--- src/rtl/riscv_pipe_pkg.sv ---
// -----------------------------------------------------------------------------
// riscv_pipe_pkg
// Shared types and constants for the instruction-fetch stage.
//   XLEN          : datapath width
//   NOP_INST_C    : canonical NOP (addi x0, x0, 0) shown when no instruction is live
//   fetch_state_e : fetch FSM encoding
//   if_payload_t  : {pc, inst} pair carried by the hold buffer
//   pc_incr()     : sequential PC step, wraps modulo 2^XLEN
//   word_align()  : forces bits [1:0] of an address to zero
// -----------------------------------------------------------------------------
package riscv_pipe_pkg;

  localparam int XLEN = 32;

  localparam logic [XLEN-1:0] NOP_INST_C = 32'h0000_0013;

  typedef enum logic [2:0] {
    IDLE  = 3'd0,
    REQ   = 3'd1,
    WAIT  = 3'd2,
    HOLD  = 3'd3,
    DRAIN = 3'd4
  } fetch_state_e;

  typedef struct packed {
    logic [XLEN-1:0] pc;
    logic [XLEN-1:0] inst;
  } if_payload_t;

  function automatic logic [XLEN-1:0] pc_incr(input logic [XLEN-1:0] pc);
    return pc + 32'd4;
  endfunction

  function automatic logic [XLEN-1:0] word_align(input logic [XLEN-1:0] addr);
    return {addr[XLEN-1:2], 2'b00};
  endfunction

endpackage

--- src/rtl/if_hold_buf.sv ---
// -----------------------------------------------------------------------------
// if_hold_buf
// One-entry skid register that parks a fetched {pc, inst} while the output
// slot is blocked by a downstream stall.
// Ports:
//   clk      : clock, rising edge
//   rst      : asynchronous active-high reset (entry empty)
//   load     : capture pc_in/inst_in, mark full
//   unload   : mark empty (data has been moved out)
//   clear    : discard the entry (redirect flush); wins over load/unload
//   pc_in    : pc to capture
//   inst_in  : instruction to capture
//   pc_out   : parked pc
//   inst_out : parked instruction
//   full     : entry holds a live instruction
// -----------------------------------------------------------------------------
module if_hold_buf
  import riscv_pipe_pkg::*;
(
  input  logic            clk,
  input  logic            rst,
  input  logic            load,
  input  logic            unload,
  input  logic            clear,
  input  logic [XLEN-1:0] pc_in,
  input  logic [XLEN-1:0] inst_in,
  output logic [XLEN-1:0] pc_out,
  output logic [XLEN-1:0] inst_out,
  output logic            full
);

  if_payload_t entry_q;
  logic        full_q;

  // Entry storage and occupancy flag.
  always_ff @(posedge clk or posedge rst) begin
    if (rst) begin
      entry_q <= '0;
      full_q  <= 1'b0;
    end else if (clear) begin
      entry_q <= entry_q;
      full_q  <= 1'b0;
    end else if (load) begin
      entry_q <= '{pc: pc_in, inst: inst_in};
      full_q  <= 1'b1;
    end else if (unload) begin
      entry_q <= entry_q;
      full_q  <= 1'b0;
    end else begin
      entry_q <= entry_q;
      full_q  <= full_q;
    end
  end

  assign pc_out   = entry_q.pc;
  assign inst_out = entry_q.inst;
  assign full     = full_q;

endmodule

--- src/rtl/if_fetch_unit.sv ---
// -----------------------------------------------------------------------------
// if_fetch_unit
// Instruction-fetch stage feeding the IF/ID register. Owns the PC, issues one
// outstanding request at a time, absorbs stalls with a one-entry hold buffer
// and restarts fetch on branch/jump redirects.
// Parameters:
//   RESET_PC : first fetch address after reset
//   NOP_INST : value on inst_o while no valid instruction is held
// Ports:
//   clk_i, reset_i        : clock (rising edge), asynchronous active-high reset
//   imem_req_o/addr_o     : fetch request and word-aligned address (= pc)
//   imem_ready_i          : request accepted when req & ready
//   imem_rvalid_i/rdata_i : response strobe and instruction word
//   stall_i               : downstream hazard, presented instruction is held
//   redirect_i/pc_i       : flush and restart at redirect_pc_i (bits [1:0] ignored)
//   valid_o, pc_o, inst_o, pcplus4_o : registered IF/ID payload
// Optional build macro IF_FETCH_PERF_CNT_EN adds saturating counters:
//   perf_fetched_o : instructions loaded into the outputs
//   perf_stall_o   : cycles with valid_o & stall_i
// -----------------------------------------------------------------------------
module if_fetch_unit
  import riscv_pipe_pkg::*;
#(
  parameter logic [31:0] RESET_PC = 32'h0000_0000,
  parameter logic [31:0] NOP_INST = NOP_INST_C
) (
  input  logic        clk_i,
  input  logic        reset_i,
  output logic        imem_req_o,
  output logic [31:0] imem_addr_o,
  input  logic        imem_ready_i,
  input  logic        imem_rvalid_i,
  input  logic [31:0] imem_rdata_i,
  input  logic        stall_i,
  input  logic        redirect_i,
  input  logic [31:0] redirect_pc_i,
  output logic        valid_o,
  output logic [31:0] pc_o,
  output logic [31:0] inst_o,
  output logic [31:0] pcplus4_o
`ifdef IF_FETCH_PERF_CNT_EN
  ,
  output logic [31:0] perf_fetched_o,
  output logic [31:0] perf_stall_o
`endif
);

  localparam logic [2:0] ST_IDLE  = IDLE;
  localparam logic [2:0] ST_REQ   = REQ;
  localparam logic [2:0] ST_WAIT  = WAIT;
  localparam logic [2:0] ST_HOLD  = HOLD;
  localparam logic [2:0] ST_DRAIN = DRAIN;

  logic [2:0]  state_q, state_d;
  logic [31:0] pc_q, pc_d;

  logic        slot_free;
  logic        flush;
  logic        load_out;
  logic [31:0] load_pc;
  logic [31:0] load_inst;

  logic        hold_load, hold_unload, hold_clear;
  logic [31:0] hold_pc, hold_inst;
  logic        hold_full;

  assign slot_free   = !valid_o || !stall_i;
  assign imem_req_o  = (state_q == ST_REQ);
  assign imem_addr_o = pc_q;

  if_hold_buf u_hold_buf (
    .clk      (clk_i),
    .rst      (reset_i),
    .load     (hold_load),
    .unload   (hold_unload),
    .clear    (hold_clear),
    .pc_in    (pc_q),
    .inst_in  (imem_rdata_i),
    .pc_out   (hold_pc),
    .inst_out (hold_inst),
    .full     (hold_full)
  );

  // Next-state, next-PC and output-load decisions; redirect overrides all.
  always_comb begin
    state_d     = state_q;
    pc_d        = pc_q;
    flush       = 1'b0;
    load_out    = 1'b0;
    load_pc     = pc_q;
    load_inst   = imem_rdata_i;
    hold_load   = 1'b0;
    hold_unload = 1'b0;
    hold_clear  = 1'b0;

    if (redirect_i) begin
      flush      = 1'b1;
      hold_clear = 1'b1;
      pc_d       = word_align(redirect_pc_i);
      // A request already accepted leaves a stale response in flight: drain it.
      case (state_q)
        ST_REQ:   state_d = imem_ready_i  ? ST_DRAIN : ST_REQ;
        ST_WAIT:  state_d = imem_rvalid_i ? ST_REQ   : ST_DRAIN;
        ST_DRAIN: state_d = imem_rvalid_i ? ST_REQ   : ST_DRAIN;
        default:  state_d = ST_REQ;
      endcase
    end else begin
      case (state_q)
        ST_IDLE: begin
          state_d = ST_REQ;
        end
        ST_REQ: begin
          if (imem_ready_i) begin
            state_d = ST_WAIT;
          end else begin
            state_d = ST_REQ;
          end
        end
        ST_WAIT: begin
          if (imem_rvalid_i) begin
            pc_d = pc_incr(pc_q);
            if (slot_free) begin
              load_out = 1'b1;
              state_d  = ST_REQ;
            end else begin
              hold_load = 1'b1;
              state_d   = ST_HOLD;
            end
          end else begin
            state_d = ST_WAIT;
          end
        end
        ST_HOLD: begin
          if (!stall_i && hold_full) begin
            load_out    = 1'b1;
            load_pc     = hold_pc;
            load_inst   = hold_inst;
            hold_unload = 1'b1;
            state_d     = ST_REQ;
          end else begin
            state_d = ST_HOLD;
          end
        end
        ST_DRAIN: begin
          state_d = imem_rvalid_i ? ST_REQ : ST_DRAIN;
        end
        default: begin
          state_d = ST_IDLE;
        end
      endcase
    end
  end

  // FSM state and program counter.
  always_ff @(posedge clk_i or posedge reset_i) begin
    if (reset_i) begin
      state_q <= ST_IDLE;
      pc_q    <= RESET_PC;
    end else begin
      state_q <= state_d;
      pc_q    <= pc_d;
    end
  end

  // IF/ID payload: flush, load, retire (consumed with nothing new), or hold.
  always_ff @(posedge clk_i or posedge reset_i) begin
    if (reset_i) begin
      valid_o   <= 1'b0;
      pc_o      <= 32'h0000_0000;
      inst_o    <= NOP_INST;
      pcplus4_o <= 32'h0000_0000;
    end else if (flush) begin
      valid_o   <= 1'b0;
      inst_o    <= NOP_INST;
    end else if (load_out) begin
      valid_o   <= 1'b1;
      pc_o      <= load_pc;
      inst_o    <= load_inst;
      pcplus4_o <= pc_incr(load_pc);
    end else if (valid_o && !stall_i) begin
      valid_o   <= 1'b0;
      inst_o    <= NOP_INST;
    end else begin
      valid_o   <= valid_o;
    end
  end

`ifdef IF_FETCH_PERF_CNT_EN
  // Saturating performance counters.
  always_ff @(posedge clk_i or posedge reset_i) begin
    if (reset_i) begin
      perf_fetched_o <= 32'h0000_0000;
      perf_stall_o   <= 32'h0000_0000;
    end else begin
      if (load_out && (perf_fetched_o != 32'hFFFF_FFFF)) begin
        perf_fetched_o <= perf_fetched_o + 32'd1;
      end else begin
        perf_fetched_o <= perf_fetched_o;
      end
      if (valid_o && stall_i && (perf_stall_o != 32'hFFFF_FFFF)) begin
        perf_stall_o <= perf_stall_o + 32'd1;
      end else begin
        perf_stall_o <= perf_stall_o;
      end
    end
  end
`endif

endmodule

--- config.mk ---
export PLATFORM = sky130hd
export DESIGN_NAME = if_fetch_unit
export DESIGN_NICKNAME = d
export VERILOG_FILES = /design/src/rtl/riscv_pipe_pkg.sv /design/src/rtl/if_hold_buf.sv /design/src/rtl/if_fetch_unit.sv
export SDC_FILE = /design/constraint.sdc
export NUM_CORES = 1
export LEC_CHECK = 0
export CORE_MARGIN = 3
export CORE_UTILIZATION = 50
export CTS_CLUSTER_SIZE = 20
export DETAILED_ROUTE_END_ITERATION = 10
export PLACE_DENSITY_LB_ADDON = 0.25
export SYNTH_ARGS = -nofsm -noshare
export SYNTH_HDL_FRONTEND = slang
export SYNTH_SLANG_ARGS = --single-unit
--- constraint.sdc ---
create_clock -name clk_i -period 8.5 [get_ports clk_i]
set_input_delay 1.7 -clock clk_i [delete_from_list [all_inputs] [get_ports clk_i]]
set_output_delay 1.7 -clock clk_i [all_outputs]
set_load 0.005 [all_outputs]
==> summary.md <==
| Metric | Value |
|---|---|
| Setup slack after placement | 3.02 ns |
| Post-synth EDFFs | 0 |
| LEAKAGE | 5.26 nW |
| Vias | 7,269 |
| Final Hold Viols | 0 |
| Crit path launch type | primary input |
| Ant diodes | 0 |
| Reg2reg end | pcplus4_o[30] |
| Setup slack, reg-to-reg | 4.65 ns |
| Setup-failing EPs final | 0 |
| Synth top area share | 50.4% |
| Async set or reset register ratio after synthesis | 100% |
| Cell Area, Synth | 9240 um^2 |
| Min Hold Slack | 0.478 ns |
| Critical path type | in -> reg |
| Worst skew pair latency | 0.43 ns |
| Placer Congestion | 0.875 |
| Antenna-violating nets left | 0 |
| Required time of the critical path | 8.79 ns |
| Max_cap viols | 0 |
| Vias per cell | 5.58 |
| FF-to-FF Start | state_q[1] |
| Core ar. | 18,000 um^2 |
| Die X | 142 um |
| Skew final | 0.00844 ns |
| Slew HR | 21.2% |
| H-tree levels | 4 |
| Endpoint class of the critical path | flip-flop |
| Final Max Slew Viols | 0 |
| Buffers on Ports | 191 |
| CP endpoint | pcplus4_o[30] |
| Fmax | 195 MHz |
| Hold Buf Count CTS | 0 |
| TritonCTS Buffers | 17 |
| Status | finished, final reports clean |
| Worst-margin pin slew | 1.18 ns |
| DRC viols | 0 |
| Area Growth Syn to Fin | 28.0% |
| Hold Crit Class | reg -> reg |
| Tot GR Track Use | 23.9% |
| CP startpoint | redirect_i |
| Final #Nets | 1,132 |
| Synth cell types | 61 |
| RSZ-0062 raised after global routing | false |
| Syn Inst Count | 901 |
| Synthesized area per cell | 10.3 um^2 |
| Worst reg2reg path depth | 10 |
| Total gr overflow | 0 |
| Tcrit/Tclk final | 60.3% |
| Post-DP HPWL | 16.7 mm |
| Die H | 142 um |
| Clock buffer depth | 2 |
| Worst Setup Slack, final | 3.38 ns |
| Drt wl/cell | 18.3 um |
| Vias in the first global route | 7,185 |
| Total Wirelength | 23.8 mm |
| Resized Gates After CTS | 0 |
| Register area share after synthesis | 51.2% |
| Clock root buffer | clkbuf_16 |
| DRT Pass-1 Iters | 5 |
| P per Cell Area | 212 nW/um^2 |
| Post-layout min period | 5.12 ns |
| Die area | 20,100 um^2 |
| Total Power | 0.00250 W |
| Layout cell share with drive strength beyond 1 | 11.1% |
| Clock sink count | 189 |
| Most common cell after layout, fill and taps aside | clkdlybuf4s50_1 |
| Yosys reg bits | 189 |
| TNS Setup | 0 ns |
| CTS tree | done |
| First-pass GRT wire length | 38.4 mm |
| Initial antenna violation count | 0 |
| Peak supply drop | 0.158 mV |
| DRT iter0 DRCs | 533 |
| Post-CTS setup buffers | 0 |
| Synth warnings | 0 |
| Dominant synthesized flop cell | dfrtp_1 |
| Post-Place Cell Area | 11,200 um^2 |
| I/O pin cnt | 200 |
| Top cells by area, synth | dfrtp_1 (50%), mux2_2 (7.4%), nand2_1 (6.6%) |
| Largest fanout on the critical path | 74 |
| Worst-path clk slew | 0.07 ns |
| Largest net degree at the start of global routing | 114 |
| Fillers | 1,492 |
| Core Rows | 49 |
| Most frequent cells in the layout | clkdlybuf4s50_1 (190), dfrtp_1 (186), nand2_1 (161), o21ai_0 (96), mux2_2 (61) |
| Final instance area | 11,800 um^2 |
| Yosys top cell by area | dfrtp_1 |
| Arrival time at the worst endpoint | 5.42 ns |
| Initial core utilization | 51.2% |
worst max-delay path, stage by stage:
cell and delay [ns]:
buf_2 0.09, buf_4 0.33, or3b_1 0.62, nor2_8 0.61, nand2_1 0.17, nand2_1 0.10
ha_1 0.41, nand3_1 0.17, nor4_1 0.71, o211ai_1 0.20, xnor2_1 0.19, o21ai_1 0.07
Yosys cell counts, types with 6 or more instances:
cell and count:
nand2_1 162, nand3_1 29, o21ai_1 19, a31oi_1 6
nor4_1 12, buf_2 6, buf_4 9, dfrtp_1 186
inv_1 6, nand4_1 9, a21oi_1 16, mux2i_1 60
nor3_1 13, and3_1 10, xor2_1 24, clkbuf_1 43
xnor2_1 32, mux2_2 61, nor2_1 32, o21ai_0 96
per-layer routing:
metal  vias to the layer above  GRT usage, %  share of wire (%)
li1                       3458             -                  -
met1                      3490          34.5                 45
met2                       284          36.2                 44
met3                        37          6.13                8.2
met4                         0          6.82                2.1
met5                         -             0                  0
how the worst min path moves through the flow:
| stage | from | endpoint | slack, ns | depth (start not counted) |
|---|---|---|---|---|
| finish | inst_o[11] | inst_o[11] | 0.48 | 2 |
| global route | inst_o[11] | inst_o[11] | 0.49 | 2 |
| CTS | pcplus4_o[9] | pcplus4_o[9] | 0.49 | 2 |
| detailed placement | pcplus4_o[9] | pcplus4_o[9] | 0.47 | 2 |
| global placement | inst_o[13] | inst_o[13] | 0.46 | 2 |
| floorplan | u_hold_buf.inst_out[0] | u_hold_buf.inst_out[0] | 0.46 | 1 |
cell families after synthesis:
family | after synthesis | synth area share, %
other | 1 | 0.0406
flip-flops | 189 | 51.2
AO/OA/AOI/OAI | 165 | 10.2
multiplexers | 123 | 14.2
AND/OR/NAND/NOR | 296 | 15.3
adder cells (fa/ha/maj) | 2 | 0.271
XOR/XNOR | 56 | 5.31
buffers and inverters | 69 | 3.45
state kept, by name (all words and copies together), names as in the netlist:
| name | count |
|---|---|
| pcplus4_o | 30 |
| inst_o | 32 |
| u_hold_buf.pc_out | 30 |
| u_hold_buf.inst_out | 32 |
| pc_o | 30 |
| imem_addr_o | 30 |
| state_q | 3 |
| valid_o | 1 |
| u_hold_buf.full | 1 |
area by class of cell:
cell class	count	area (um^2)	share of cell area (%)
clock buffers	18	429	3.63
clock inverters	14	160	1.35
inverters	6	27.5	0.233
multi-input cells	648	4220	35.7
flip-flops and latches	189	4730	40.0
well taps	229	287	2.42
repair buffers	198	1960	16.6
stage by stage:
step                std cells  util [%]
CTS                      1302      65.6
floorplan                 906         -
finish                   1302      65.6
global route             1302      65.6
detailed placement       1270      62.3
global placement         1270      62.3
power by group:
group | total (W) | internal [W] | switching, W
clock | 0.000807 | 0.000441 | 0.000365
sequential | 0.00115 | 0.00104 | 0.000115
combinational | 0.000547 | 0.000334 | 0.000212
No activity file was read; power rests on OpenSTA's default activity.
